`config.mk`:
```
export PLATFORM = sky130hd
export DESIGN_NAME = bit_filter
export DESIGN_NICKNAME = d
export VERILOG_FILES = /design/src/rtl/bit_filter.sv
export SDC_FILE = /design/constraint.sdc
export NUM_CORES = 1
export LEC_CHECK = 0
export CAP_MARGIN = 0
export CELL_PAD_IN_SITES_DETAIL_PLACEMENT = 1
export CELL_PAD_IN_SITES_GLOBAL_PLACEMENT = 2
export CORE_MARGIN = 5
export CORE_UTILIZATION = 40
export CTS_CLUSTER_DIAMETER = 50
export CTS_CLUSTER_SIZE = 40
export DETAILED_ROUTE_END_ITERATION = 10
export PLACE_DENSITY = 0.91
export SLEW_MARGIN = 25
export SYNTH_ARGS = -nofsm -noshare
export SYNTH_HDL_FRONTEND = slang
export SYNTH_SLANG_ARGS = --single-unit
```
`constraint.sdc`:
```
create_clock -name clk_i -period 8.1 [get_ports clk_i]
set_input_delay 0.81 -clock clk_i [delete_from_list [all_inputs] [get_ports clk_i]]
set_output_delay 0.81 -clock clk_i [all_outputs]
set_load 0.01 [all_outputs]
```
`src/rtl/bit_filter.sv`:
```
// Multi-channel glitch filter: each output follows its input only after max(DELAY,1) stable samples.
// Optional per-channel glitch counters are built when BIT_FILTER_GLITCH_CNT_EN is defined.
module bit_filter #(
    parameter int N_CH  = 5,
    parameter int CNT_W = 16
) (
    input  logic              clk_i,
    input  logic              reset_i,
    input  logic [N_CH-1:0]   inp_i,
    input  logic [CNT_W-1:0]  DELAY,
    input  logic              DELAY_WSTB,
    input  logic [N_CH-1:0]   ENABLE,
    output logic [N_CH-1:0]   out_o,
    output logic [N_CH-1:0]   rise_o,
    output logic [N_CH-1:0]   fall_o
`ifdef BIT_FILTER_GLITCH_CNT_EN
    ,
    output logic [N_CH*8-1:0] glitch_cnt_o
`endif
);

    logic [N_CH-1:0]  inp_q, inp_d;
    logic [N_CH-1:0]  out_q, out_d;
    logic [N_CH-1:0]  rise_q, rise_d;
    logic [N_CH-1:0]  fall_q, fall_d;
    logic [CNT_W-1:0] cnt_q [N_CH];
    logic [CNT_W-1:0] cnt_d [N_CH];
    logic [CNT_W-1:0] delay_eff;

    // DELAY=0 is treated as a one-sample qualification window.
    assign delay_eff = (DELAY == '0) ? CNT_W'(1) : DELAY;

`ifdef BIT_FILTER_GLITCH_CNT_EN
    logic [7:0]       glitch_q [N_CH];
    logic [7:0]       glitch_d [N_CH];
    logic [N_CH-1:0]  glitch_evt;
`endif

    always_comb begin
        inp_d = inp_i;
        out_d = out_q;
        for (int ch = 0; ch < N_CH; ch++) begin
            cnt_d[ch] = cnt_q[ch];
        end
`ifdef BIT_FILTER_GLITCH_CNT_EN
        glitch_evt = '0;
`endif
        for (int ch = 0; ch < N_CH; ch++) begin
            if (!ENABLE[ch]) begin
                out_d[ch] = inp_q[ch];
                cnt_d[ch] = '0;
            end else if (DELAY_WSTB) begin
                cnt_d[ch] = '0;
            end else if (inp_q[ch] == out_q[ch]) begin
                cnt_d[ch] = '0;
`ifdef BIT_FILTER_GLITCH_CNT_EN
                glitch_evt[ch] = (cnt_q[ch] != '0);
`endif
            end else if (({1'b0, cnt_q[ch]} + (CNT_W+1)'(1)) >= {1'b0, delay_eff}) begin
                out_d[ch] = inp_q[ch];
                cnt_d[ch] = '0;
            end else begin
                cnt_d[ch] = cnt_q[ch] + CNT_W'(1);
            end
        end
        rise_d = out_d & ~out_q;
        fall_d = ~out_d & out_q;
    end

`ifdef BIT_FILTER_GLITCH_CNT_EN
    always_comb begin
        for (int ch = 0; ch < N_CH; ch++) begin
            glitch_d[ch] = glitch_q[ch];
            if (DELAY_WSTB) begin
                glitch_d[ch] = '0;
            end else if (glitch_evt[ch] && (glitch_q[ch] != 8'hFF)) begin
                glitch_d[ch] = glitch_q[ch] + 8'd1;
            end
        end
    end

    always_ff @(posedge clk_i or negedge reset_i) begin
        if (!reset_i) begin
            for (int ch = 0; ch < N_CH; ch++) begin
                glitch_q[ch] <= '0;
            end
        end else begin
            for (int ch = 0; ch < N_CH; ch++) begin
                glitch_q[ch] <= glitch_d[ch];
            end
        end
    end

    always_comb begin
        for (int ch = 0; ch < N_CH; ch++) begin
            glitch_cnt_o[ch*8 +: 8] = glitch_q[ch];
        end
    end
`endif

    always_ff @(posedge clk_i or negedge reset_i) begin
        if (!reset_i) begin
            inp_q  <= '0;
            out_q  <= '0;
            rise_q <= '0;
            fall_q <= '0;
            for (int ch = 0; ch < N_CH; ch++) begin
                cnt_q[ch] <= '0;
            end
        end else begin
            inp_q  <= inp_d;
            out_q  <= out_d;
            rise_q <= rise_d;
            fall_q <= fall_d;
            for (int ch = 0; ch < N_CH; ch++) begin
                cnt_q[ch] <= cnt_d[ch];
            end
        end
    end

    assign out_o  = out_q;
    assign rise_o = rise_q;
    assign fall_o = fall_q;

endmodule

```
* Word-level counts from Yosys, hierarchy flattened
Index checks and enable logic that the tools add are counted.
Storage, ports and cells: register bits 100, logic and storage cells 75
Operators by class: $add $sub $neg 10, $lt $le $gt $ge 5, equality and inequality tests 5, multiplexer cells 41, bitwise gates (word level) 4, reductions and logical operators 1
Operator list (count):
- 2-to-1 mux 16 bit | 21
- adder 16 x 1 -> 17 bit, second input constant | 5
- greater-or-equal comparator 17 x 16 -> 1 bit | 5
- adder 16 x 1 -> 16 bit, second input constant | 5
- 2-to-1 mux 1 bit | 20
- logical NOT 16 bit | 1
- bitwise AND 5 bit | 2
- inverter 5 bit | 2
- == test 1 bit | 5

* Depth between registers and ports, before layout
depth in word-level cells 9, gate-level depth with buffers 14, depth with buffers taken out 13

* Worst setup path after synthesis
No wires, ideal clock.
kind reg-to-reg, start register cnt_q[0] in the netlist's numbering, end register out_q[4], in the netlist out_o[4], arrival time 3.003 ns, required time 7.975 ns, slack 4.972 ns, stages on the path, launching flop included 14, path buffers 0, period minus slack after synthesis 3.128 ns, path through dfrtp_1 > ha_1 > and3_1 > nand4_1 > nor2_1 > nand3_1 > xnor2_1 > ha_1 > nand3_1 > or4_4 > o221a_1 > o211ai_2 > nand2_2 > mux2_4
On the way: longest elaborated chain between the ends 6
Ends and longest elaborated chain:
- start, declared | line 26 | logic [CNT_W-1:0] cnt_q [N_CH];
- start signal, assigned by index | line 116 | cnt_q[ch] <= cnt_d[ch];
- adder 16 x 1 -> 17 bit | line 59 | end else if (({1'b0, cnt_q[ch]} + (CNT_W+1)'(1)) >= {1'b0, delay_eff}) begin
- greater-or-equal comparator 17 x 16 -> 1 bit | line 59
- 2-to-1 mux 1 bit | line 59
- 2-to-1 mux 1 bit | line 54 | end else if (inp_q[ch] == out_q[ch]) begin
- 2-to-1 mux 1 bit | line 52 | end else if (DELAY_WSTB) begin
- 2-to-1 mux 1 bit | line 49 | if (!ENABLE[ch]) begin
- named net out_d[4] | line 23 | logic [N_CH-1:0] out_q, out_d;
- end signal, assigned | line 112 | out_q <= out_d;
- end, declared | line 23
The timed path passes the listed nets, and every way through them passes these cells.

* Worst setup path in the final report
Ends and elaborated chain as after synthesis.

==> qor.csv <==
metric;value;unit
status;completed;
Leak;3.59;nW
Inst Count DP;914;
CTS Buffer Depth;2;
final hold slack;407;ps
Port Buffers;43;
H-tree Lvls;3;
drt pass-1 iters;4;
initial antenna violation count;0;
largest net degree at the start of global routing;66;
Synth top area share;38.5;%
RSZ-0062 raised after global routing;no;
FF+latch area;2500;um2
total grt overflow;0;
P per Cell Area;148;nW/um2
routability cong.;0.815;
Slew Limit Fails;0;
Hold Crit Class;in -> async;
Synth cell types;51;
Filler cells;1831;
gr usage total;19.6;%
Die H;137;um
Synth area leader;dfrtp_1;
Hold Vio Cnt, Final;0;
Slew @ Worst Pin;866;ps
TritonCTS clock tree;yes;
root buffer cell;clkbuf_16;
Post-synth top cells;dfrtp_1, ha_1, nor2b_1;
core outline area;15900;um2
DIE WIDTH;137;um
area of the die;18900;um2
post-CTS sizing;0;
Synth Instances;661;
CTS Hold Bufs;0;
clock sinks;100;
Top Family by Delay on Critical Path;simple AND/OR/NAND/NOR gates;
clk_skew;4.69;ps
fin crit share;45.1;%
Routed Antenna Nets;0;
layout net count;823;
crit-path max FO;5;
number of synthesized flops with an enable pin;0;
CP Data Required Time;8340;ps
area of the multi-input gates;3850;um2
ratio of cells with drive above 1 in the final layout;3.78;%
f_max;0.273;GHz
drt initial violations;182;
critical path's largest stage delay;570;ps
Yosys warning total;0;
number of global-route vias before repair;5727;
fin cells;930;
post-CTS setup buffers;0;
prevailing post-synth register cell;dfrtp_1;
via count;5048;
Avg Vias per Cell;5.43;
# setup viols final;0;
CP arrival;3900;ps
Residual DRC;0;
WL final;17200;um
first-pass GRT wire length;28800;um
Seq cells post-synth;100;
most frequent cell after synthesis;dfrtp_1;
FP Rows;46;
Total Negative Setup Slacks;0;ps
core occupancy in the finished layout;47.1;%
Pwr Total;1.11;mW
Syn Area/Cell;9.83;um2
Synth Cell Area;6490;um2
Seq/Total Area, Yosys;38.5;%
Initial Utilization;40.9;%
n_diodes;0;
critical path startpoint category;flop;
Ports;44;
largest cells by area after synthesis;dfrtp_1, ha_1, xnor2_1, nor2b_1, xor2_1;
area grow syn2layout;15.2;%
worst setup path class;reg -> reg;
stages on the worst setup path;13;
Crit-path slowest cell;or4_4;
crit path cell chain;ha_1 > and3_1 > nand4_1 > nor2_1 > nand3_1 > xnor2_1 > ha_1 > nand3_1 > or4_4 > o221a_1 > o211ai_2 > nand2_2 > mux2_4;
FF-to-FF path depth;13;
mean routed wirelength per cell;18.5;um
Max Cap Violations;0;
CP bufs+invs;0;
Max-slew headroom;42.2;%
CTS buffer count;9;
clock-pin slew on the worst setup and hold paths;70;ps
share of flip-flops with an asynchronous set or reset;100;%
Final min period;3660;ps
clock latency on the worst-skew pair;350;ps
CP endpoint kind;flop;
Worst VDD drop;103;uV
dpl hpwl;13000;um
Syn Nets;775;
==> state kept, by name, indices dropped and copies added (netlist names) <==
signal and cells:
rise_o 5, out_o 5, inp_q 5, cnt_q 80, fall_o 5
==> layout make-up <==
type	instances	area share [%]
clock inverter	4	0.970
timing repair buffer	44	5.82
multi-input combinational	526	51.5
clock buffer	12	3.29
tap	216	3.61
inverter	28	1.40
sequential	100	33.4
==> metal layers <==
| layer | routed length [um] | vias to the layer above | part of all wire [%] | GRT usage [%] |
|---|---|---|---|---|
| met5 | 0 | - | 0 | 0 |
| met1 | 7370 | 2512 | 43 | 23.5 |
| met2 | 8740 | 87 | 51 | 35.2 |
| met3 | 792 | 20 | 4.6 | 4.27 |
| met4 | 297 | 0 | 1.7 | 5.43 |
| li1 | - | 2429 | - | - |
==> worst paths after layout <==
kind,from,endpoint,slack [ps]
setup / recovery,cnt_q[0]$_DFF_PN0_,out_o[4]$_DFF_PN0_,4440
hold / removal,reset_i,cnt_q[63]$_DFF_PN0_,410
setup reg to reg,cnt_q[0]$_DFF_PN0_,out_o[4]$_DFF_PN0_,4440
hold reg to reg,cnt_q[16]$_DFF_PN0_,cnt_q[16]$_DFF_PN0_,510
max in group asynchronous,reset_i,cnt_q[22]$_DFF_PN0_,6440
min in group clk_i,cnt_q[16]$_DFF_PN0_,cnt_q[16]$_DFF_PN0_,510
==> cells by family (layout without fill, tap and decap cells) <==
| logic type | Yosys count | in the layout | share of synthesized area, % |
|---|---|---|---|
| xor+xnor | 73 | 73 | 9.84 |
| compound gates | 78 | 78 | 8.11 |
| buf+inv | 35 | 88 | 2.16 |
| simple gates | 287 | 287 | 24.4 |
| mux | 3 | 3 | 0.578 |
| flops | 100 | 100 | 38.5 |
| fa+ha+maj | 85 | 85 | 16.4 |
==> per-stage QoR <==
stage / worst slack, ps / cell area, um2
floorplan: 4970 / 6490
global route: 4060 / 7480
CTS: 4410 / 7480
global placement: 4360 / 7170
finish: 4440 / 7480
detailed placement: 4200 / 7170
==> where the power goes <==
group	internal (mW)	switching (mW)	total, mW
Combinational	0.0501	0.0688	0.119
Clock	0.279	0.194	0.474
Sequential	0.508	0.00969	0.518
Total	0.838	0.273	1.11
==> placed cells by master, fill, tap and decap left out, types with 4 or more instances in the layout <==
cell,n
a211oi_1,5
a21o_1,7
a21oi_1,27
a221oi_1,4
and2b_1,10
and3_1,17
and4_1,8
clkbuf_16,9
clkdlybuf4s50_1,42
dfrtp_1,100
ha_1,85
inv_1,28
nand2_1,50
nand2b_1,10
nand3_1,42
nand4_1,21
nor2_1,40
nor2b_1,63
nor3_1,8
nor3b_1,4
nor4_1,4
o211ai_1,4
o21ai_0,12
xnor2_1,46
xor2_1,27
(Power assumes the default switching activity.)
